--- src/rtl/mem_bus_pkg.sv ---
// Shared definitions for the 16-bit static RAM bus master: FSM encodings,
// bus error cause codes and the default top of populated memory.
package mem_bus_pkg;

    typedef enum logic [2:0] {
        StIdle   = 3'd0,
        StSetup  = 3'd1,
        StAccess = 3'd2,
        StDone   = 3'd3,
        StFault  = 3'd4
    } bus_state_e;

    localparam logic ERR_NXM = 1'b0;
    localparam logic ERR_ODD = 1'b1;

    localparam logic [15:0] MEM_TOP_DEFAULT = 16'o040000;

endpackage

--- src/rtl/mem_byte_lane.sv ---
// Byte-lane steering for the RAM bus: replicates the write byte onto both lanes
// and zero-extends byte reads taken from the low lane.
module mem_byte_lane (
    input  logic        byte_op,
    input  logic [15:0] wdata,
    input  logic [15:0] rd_raw,
    output logic [15:0] di,
    output logic [15:0] rdata
);

    always_comb begin
        di    = byte_op ? {wdata[7:0], wdata[7:0]} : wdata;
        rdata = byte_op ? {8'h00, rd_raw[7:0]} : rd_raw;
    end

endmodule

--- src/rtl/mem_bus_master.sv ---
// Initiator for the 16-bit static RAM: sequences strobes, steers byte lanes and
// reports odd-address / nonexistent-memory faults. BUS_NXM_EN enables the MEM_TOP check.
module mem_bus_master
    import mem_bus_pkg::*;
#(
    parameter int unsigned WAIT_CYCLES = 1,
    parameter logic [15:0] MEM_TOP     = MEM_TOP_DEFAULT
) (
    input  logic        CLK,
    input  logic        RESET,
    input  logic        req,
    input  logic        we,
    input  logic        byte_op,
    input  logic [15:0] addr,
    input  logic [15:0] wdata,
    output logic        ack,
    output logic [15:0] rdata,
    output logic        err,
    output logic        err_odd,
    output logic        busy,
    output logic [15:0] A,
    output logic [15:0] DI,
    input  logic [15:0] DO,
    output logic        CE_N,
    output logic        WE_N,
    output logic        BYTE_OP
);

    localparam logic [3:0] WaitLoad = 4'(WAIT_CYCLES - 1);

    bus_state_e  state_q, state_d;
    logic [3:0]  cnt_q, cnt_d;
    logic        we_q, we_d;
    logic        nxm;
    logic        fault_odd;
    logic        lane_sel;
    logic [15:0] lane_di, lane_rdata;
    logic [15:0] a_d, di_d, rdata_d;
    logic        byte_op_d, ack_d, err_d, err_odd_d, busy_d, ce_n_d, we_n_d;

`ifdef BUS_NXM_EN
    assign nxm = (addr >= MEM_TOP);
`else
    // Range check compiled out: every address aliases into the RAM via A[13:1].
    assign nxm = 1'b0 && (addr >= MEM_TOP);
`endif

    // In IDLE the lane steers the incoming request; afterwards the latched byte mode.
    assign lane_sel = (state_q == StIdle) ? byte_op : BYTE_OP;

    mem_byte_lane u_lane (
        .byte_op (lane_sel),
        .wdata   (wdata),
        .rd_raw  (DO),
        .di      (lane_di),
        .rdata   (lane_rdata)
    );

    always_comb begin
        state_d   = state_q;
        cnt_d     = cnt_q;
        we_d      = we_q;
        fault_odd = ERR_NXM;
        a_d       = A;
        di_d      = DI;
        byte_op_d = BYTE_OP;
        rdata_d   = rdata;

        unique case (state_q)
            StIdle: begin
                if (req) begin
                    we_d = we;
                    if (!byte_op && addr[0]) begin
                        state_d   = StFault;
                        fault_odd = ERR_ODD;
                    end else if (nxm) begin
                        state_d   = StFault;
                        fault_odd = ERR_NXM;
                    end else begin
                        state_d   = StSetup;
                        a_d       = addr;
                        di_d      = lane_di;
                        byte_op_d = byte_op;
                    end
                end
            end
            StSetup: begin
                state_d = StAccess;
                cnt_d   = WaitLoad;
            end
            StAccess: begin
                if (cnt_q == 4'd0) begin
                    state_d = StDone;
                    if (!we_q) rdata_d = lane_rdata;
                end else begin
                    cnt_d = cnt_q - 4'd1;
                end
            end
            StDone:  state_d = StIdle;
            StFault: state_d = StIdle;
            default: state_d = StIdle;
        endcase

        // Outputs are registered, so they are derived from the state being entered.
        ack_d     = (state_d == StDone) || (state_d == StFault);
        err_d     = (state_d == StFault);
        err_odd_d = (state_d == StFault) ? fault_odd : 1'b0;
        busy_d    = (state_d != StIdle);
        ce_n_d    = !((state_d == StSetup) || (state_d == StAccess));
        we_n_d    = !((state_d == StAccess) && we_d && (cnt_d == 4'd0));
    end

    always_ff @(posedge CLK or posedge RESET) begin
        if (RESET) begin
            state_q <= StIdle;
            cnt_q   <= 4'd0;
            we_q    <= 1'b0;
            A       <= 16'd0;
            DI      <= 16'd0;
            BYTE_OP <= 1'b0;
            CE_N    <= 1'b1;
            WE_N    <= 1'b1;
            ack     <= 1'b0;
            rdata   <= 16'd0;
            err     <= 1'b0;
            err_odd <= 1'b0;
            busy    <= 1'b0;
        end else begin
            state_q <= state_d;
            cnt_q   <= cnt_d;
            we_q    <= we_d;
            A       <= a_d;
            DI      <= di_d;
            BYTE_OP <= byte_op_d;
            CE_N    <= ce_n_d;
            WE_N    <= we_n_d;
            ack     <= ack_d;
            rdata   <= rdata_d;
            err     <= err_d;
            err_odd <= err_odd_d;
            busy    <= busy_d;
        end
    end

endmodule

--- config.mk ---
export PLATFORM = sky130hd
export DESIGN_NAME = mem_bus_master
export DESIGN_NICKNAME = d
export VERILOG_FILES = /design/src/rtl/mem_bus_pkg.sv /design/src/rtl/mem_byte_lane.sv /design/src/rtl/mem_bus_master.sv
export SDC_FILE = /design/constraint.sdc
export NUM_CORES = 1
export LEC_CHECK = 0
export ABC_CLOCK_PERIOD_IN_PS = 2200
export BUFFER_PORTS_ARGS = -buffer_cell sky130_fd_sc_hd__buf_2
export CORE_MARGIN = 8
export CORE_UTILIZATION = 25
export DETAILED_ROUTE_END_ITERATION = 16
export PLACE_DENSITY = 0.47
export SYNTH_ARGS = -nofsm -noshare
export SYNTH_HDL_FRONTEND = slang
export SYNTH_SLANG_ARGS = --single-unit
--- constraint.sdc ---
create_clock -name CLK -period 2.2 [get_ports CLK]
set_input_delay 0.33 -clock CLK [delete_from_list [all_inputs] [get_ports CLK]]
set_output_delay 0.33 -clock CLK [all_outputs]
set_load 0.02 [all_outputs]
# After elaboration in Yosys (flattened, before gate mapping)
# Cells that the tools add are included.
# Widths: inputs -> output; s select.
[word_totals]
ff_bits = 63
in_bits = 53
word_cells = 51
[classes]
addsub = 1
eq_ne = 6
muxes = 15
n_bitwise = 2
reduce_logical = 14
[ops]
columns = ["operator", "n"]
rows = [
  ["$mux 16", 2],
  ["$eq 3x2->1 const B", 3],
  ["$mux 3", 3],
  ["$pmux 3 s3", 1],
  ["$logic_not 4->1", 2],
  ["$pmux 4 s2", 1],
  ["$mux 1", 7],
  ["$eq 3x1->1 const B", 2],
  ["$reduce_and 3->1", 2],
  ["$mux 4", 1],
  ["$sub 4x1->4 const B", 1],
  ["$eq 3x3->1 const B", 1],
  ["$logic_and 1x1->1", 3],
  ["$logic_not 1->1", 3],
  ["$logic_not 3->1", 1],
  ["$reduce_bool 3->1", 1],
  ["$logic_or 1x1->1", 2],
  ["$not 1->1", 2],
]

# Depth between registers and ports, before layout
[logic_depth]
depth_word = 9
depth_mapped = 7
mapped_depth_nobuf = 6

# Modules after synthesis
# A second synthesis with hierarchy kept.
[unflattened]
cells_unflattened = 202
hier_area_um2 = 2787.7
[by_module_without_submodules]
columns = ["module", "instances", "cells_per_inst", "area_each_um2", "seq_area_each_um2"]
rows = [
  ["mem_bus_master", 1, 168, 2473.6, 1579.0],
  ["mem_byte_lane", 1, 34, 314.1, 0.0],
]

# Worst setup path before layout
# No wires, ideal clock.
[synth_timing]
path_kind = "register to register"
start = "register cnt_q[0]"
end = "register rdata[0]"
arrival_time_ns = 1.812
t_required_ns = 2.075
setup_slack_ns = 0.264
stages_incl_launch_ff = 7
synth_period_minus_slack_ns = 1.936
cell_sequence = "dfrtp_1 > inv_1 > ha_1 > nor3b_1 > nand4b_1 > clkbuf_1 > mux2_2"
[synth_via]
elab_chain_cells = 2
[synth_lines]
columns = ["element", "line", "text"]
rows = [
  ["from (decl)", "mem_bus_master.sv:32", "logic [3:0] cnt_q, cnt_d;"],
  ["from (signal assigned)", "mem_bus_master.sv:130", "cnt_q <= cnt_d;"],
  ["$logic_not 4->1", "mem_bus_master.sv:92", "if (cnt_q == 4'd0) begin"],
  ["$reduce_and 3->1 (no line)", "--", ""],
  ["to (signal assigned)", "mem_bus_master.sv:138", "rdata <= rdata_d;"],
  ["to (decl)", "mem_bus_master.sv:17", "output logic [15:0] rdata,"],
]
# Every way passes these cells.
# A chain may end at the register's enable or synchronous reset.

# Final worst setup path
[layout_timing]
start = "register cnt_q[0]"
end = "register WE_N"
[layout_via]
elab_chain_cells = 7
elab_cells_between_ends = 11
classes_between = "1 x add/sub; 1 x eq/ne; 4 x mux; 5 x reduce/logical"
[layout_lines]
columns = ["element", "line", "text"]
rows = [
  ["$logic_not 4->1", "mem_bus_master.sv:92", ""],
  ["$mux 3", "mem_bus_master.sv:92", ""],
  ["$pmux 3 s3", "mem_bus_master.sv:69", "unique case (state_q)"],
  ["via state_d[0]", "mem_bus_master.sv:31", "bus_state_e state_q, state_d;"],
  ["$eq 3x2->1", "mem_bus_master.sv:110", "we_n_d = !((state_d == StAccess) && we_d && (cnt_d == 4'd0));"],
  ["$logic_and 1x1->1 (2 in series)", "mem_bus_master.sv:110", ""],
  ["$logic_not 1->1", "mem_bus_master.sv:110", ""],
  ["via we_n_d", "mem_bus_master.sv:39", "logic byte_op_d, ack_d, err_d, err_odd_d, busy_d, ce_n_d, we_n_d;"],
  ["to (signal assigned)", "mem_bus_master.sv:136", "WE_N <= we_n_d;"],
  ["to (decl)", "mem_bus_master.sv:25", "output logic WE_N,"],
]
# The timed path passes the listed nets, and every way through them passes these cells.

==> summary.txt <==
Detailed routing
  – Vias per Instance: 4.14
  – Number of DRC violations after detailed-routing iteration 0: 165
  – Routed Wire Length: 6260 um
  – Pre-antenna DRT Iters: 4
  – Post-DRT Antenna Nets: 0
  – Number of DRC violations after detailed routing: 0
  – Via total after detailed routing: 1835
  – Average wire length per cell after detail routing: 14.1 um

Timing
  – Final period utilization: 0.944
  – Pins Over Slew Limit: 0
  – Worst Slack Setup Final: 0.123 ns
  – Headroom to the max-slew limit: 0.677
  – Max Clock Skew: 0.00498 ns
  – Clock period minus final worst setup slack: 2.08 ns
  – Upper clock frequency limit: 481 MHz
  – Worst-margin pin slew: 0.484 ns
  – Number of endpoints failing setup at the final stage: 0
  – Final Hold Fails: 0

Placed design
  – Count of buffers from port buffering: 107
  – HPWL reported at the end of detailed placement: 4670 um
  – Post-placement cell area: 0.00325 mm2
  – Worst slack after detailed placement: 0.121 ns
  – Final weighted congestion in routability-driven placement: 0.689
  – Cell total after placement: 429

Die
  – Core region area: 0.0101 mm2
  – Std cell rows: 37
  – # IOs: 108
  – Die height: 117 um
  – Initial core utilization: 0.252
  – Die span in x: 117 um
  – Overall die area: 0.0137 mm2

Cells and area
  – Relative area change from synthesis to final layout: 34.4%
  – Diodes inserted: 0
  – Post-route design area: 0.00342 mm2
  – Footprint of the multi-input gates: 886 um2
  – Share of post-route cells with drive strength above 1: 0.534
  – Number of nets at the end of the flow: 358
  – Area of all sequential standard cells: 0.00158 mm2
  – FILL cells: 1080
  – Number of standard cells in the final layout excluding fillers: 443

Worst setup path
  – Critical Path Fanout Max: 4
  – Arrival time of data at the critical path endpoint: 2.33 ns
  – Crit end category: flop
  – Critical path's slowest cell: sky130_fd_sc_hd__or4b_1
  – Delay-heaviest family, CP: simple AND/OR/NAND/NOR gates
  – CP Cell Sequence: inv_1 -> ha_1 -> nor3b_2 -> a32o_1 -> a2111oi_1 -> or4b_1
  – Buffers and inverters on the worst path: 1
  – Critical Path Max Stage Delay: 0.48 ns
  – Element type at the critical path start: flop
  – Critical Setup Path Class: flop to flop
  – Crit path required time: 2.45 ns

GRT
  – Total grt overflow: 0
  – Total global-route track usage: 0.0911
  – Pin count of the biggest net entering global routing: 40
  – Via count of the first global-routing pass: 1905
  – Antenna violations before repair: 0
  – Wire length of the first global-routing pass: 9410 um

Pwr
  – PnR Total Power: 5060 uW
  – Power density relative to cell area: 1480 mW/mm2
  – Leakage component of the power: 0.00174 uW
  – IR Drop Worst-Case VDD: 0.000456 V

CTS
  – Clock transition at the registers of the reported paths: 0.06 ns
  – CTS tree: yes
  – Maximum buffer depth of the clock tree: 2
  – Clock sinks: 63
  – Clock latency on the worst-skew pair: 0.33 ns
  – Setup bufs post-CTS: 0
  – Number of clock buffers inserted by TritonCTS: 9
  – Root buffer cell: sky130_fd_sc_hd__clkbuf_8
  – CTS H-tree lvls: 3

Synthesis
  – Post-synth top area cell: sky130_fd_sc_hd__dfrtp_1
  – Sequential cell area fraction in the yosys report: 0.621
  – Unique cell type count in the Yosys netlist: 34
  – Most frequently used flop master after synthesis: sky130_fd_sc_hd__dfrtp_1
  – Number of flops mapped to enable cells by yosys: 0
  – Async set or reset register ratio after synthesis: 1.00
  – Cell area after synthesis: 0.00254 mm2
  – Synth Instances: 188
  – Most area-consuming cells after synthesis: sky130_fd_sc_hd__dfrtp_1 (60%), sky130_fd_sc_hd__mux2_2 (14%), sky130_fd_sc_hd__mux2i_1 (4.3%), sky130_fd_sc_hd__a22o_1 (2.8%), sky130_fd_sc_hd__nand2_1 (2.4%)
  – Yosys Warn Count: 0
  – Mean Syn Cell Area: 13.5 um2
  – Yosys reg bits: 63
  – Share of Yosys cell area claimed by the top area cell type: 0.600
  – Post-synthesis net count: 242

Min path
  – Type of the most critical hold path: input port to async pin

Run status
  – Status: finished clean

Flow run
  – Max-capacitance violation count: 0
where the power goes:
part / switching (uW) / internal (uW)
sequential: 270 / 1680
clock: 410 / 457
combinational: 1300 / 939
registers in the layout, summed over array words and instances (netlist names):
register and cells:
CE_N 1, state_q 3, err_odd 1, rdata 16, we_q 1, ack 1
BYTE_OP 1, A 16, WE_N 1, busy 1, err 1, DI 16
cnt_q 4
logic make-up (layout without fill, tap and decap cells):
family | count (synthesis) | count (layout) | synth area share
flops | 63 | 63 | 0.621
mux | 43 | 43 | 0.186
simple gates | 36 | 36 | 0.0807
compound gates | 25 | 25 | 0.0674
buf+inv | 18 | 137 | 0.0330
xor+xnor | 2 | 2 | 0.00689
fa+ha+maj | 1 | 1 | 0.00492
cells in the final DEF (no fill, tap or decap), types with 2 or more instances in the layout:
master                     instances
sky130_fd_sc_hd__buf_2           107
sky130_fd_sc_hd__dfrtp_1          61
sky130_fd_sc_hd__mux2_2           31
sky130_fd_sc_hd__nand2_1          16
sky130_fd_sc_hd__mux2i_1          11
sky130_fd_sc_hd__o21ai_0          11
sky130_fd_sc_hd__clkbuf_8         11
sky130_fd_sc_hd__inv_1             9
sky130_fd_sc_hd__a22o_1            8
sky130_fd_sc_hd__buf_4             6
sky130_fd_sc_hd__nand2b_1          5
sky130_fd_sc_hd__nor2_1            3
sky130_fd_sc_hd__dfstp_2           2
sky130_fd_sc_hd__nor3_1            2
sky130_fd_sc_hd__clkbuf_1          2
per-stage QoR:
stage	utilization	hold slack (ns)	TNS (ns)
global placement	0.322	0.421	0
global route	0.339	0.0754	-0.00245
detailed placement	0.322	0.414	0
finish	0.339	0.0509	0
CTS	0.338	0.0410	0
floorplan	-	0.435	0
metal layers:
layer  GRT usage  share of wire  wire length [um]  up-vias
met5           0              0                 0        -
met4      0.0486          0.014                86        0
met3      0.0462           0.12               761        9
met2       0.137           0.46              2890       66
met1       0.103           0.40              2520      874
li1            -              -                 -      886
final timing paths:
check                      startpoint  endpoint  slack (ns)  cells past startpoint
setup / recovery             cnt_q[0]      WE_N        0.12                      6
hold / removal                  RESET     A[13]        0.05                      3
setup reg to reg             cnt_q[0]      WE_N        0.12                      6
hold reg to reg                DI[11]    DI[11]        0.48                      2
max in group asynchronous       RESET      CE_N        1.72                      3
min in group CLK              addr[2]      A[2]        0.22                      2
repair_timing:
item | in CTS | in global routing
endpoints found under the setup margin | 0 | 1
resized for setup | 0 | 2
hold buffers | 0 | 0
synthesized netlist by cell type, types with 2 or more instances:
| master | instances |
|---|---|
| sky130_fd_sc_hd__mux2i_1 | 11 |
| sky130_fd_sc_hd__mux2_2 | 31 |
| sky130_fd_sc_hd__nor3_1 | 2 |
| sky130_fd_sc_hd__clkbuf_1 | 5 |
| sky130_fd_sc_hd__nand2_1 | 16 |
| sky130_fd_sc_hd__a22o_1 | 8 |
| sky130_fd_sc_hd__inv_1 | 10 |
| sky130_fd_sc_hd__o21ai_0 | 11 |
| sky130_fd_sc_hd__nor2_1 | 3 |
| sky130_fd_sc_hd__dfstp_2 | 2 |
| sky130_fd_sc_hd__dfrtp_1 | 61 |
| sky130_fd_sc_hd__buf_6 | 2 |
| sky130_fd_sc_hd__nand2b_1 | 5 |
worst register-to-register path: cells and delay by family, from the launching register on:
kind | cells | cell delay [ns]
AND/OR/NAND/NOR | 2 | 0.66
AO/OA/AOI/OAI | 2 | 0.66
flip-flops | 1 | 0.38
adder cells (fa/ha/maj) | 1 | 0.22
buffers and inverters | 1 | 0.06
final cells by class:
cell class / count / area share
Tap cell: 136 / 0.0498
Clock inverter: 1 / 0.00146
Timing Repair Buffer: 113 / 0.170
Multi-Input combinational cell: 107 / 0.259
Inverter: 10 / 0.0110
Clock buffer: 13 / 0.0465
Sequential cell: 63 / 0.462
No activity file was read; power rests on OpenSTA's default activity.
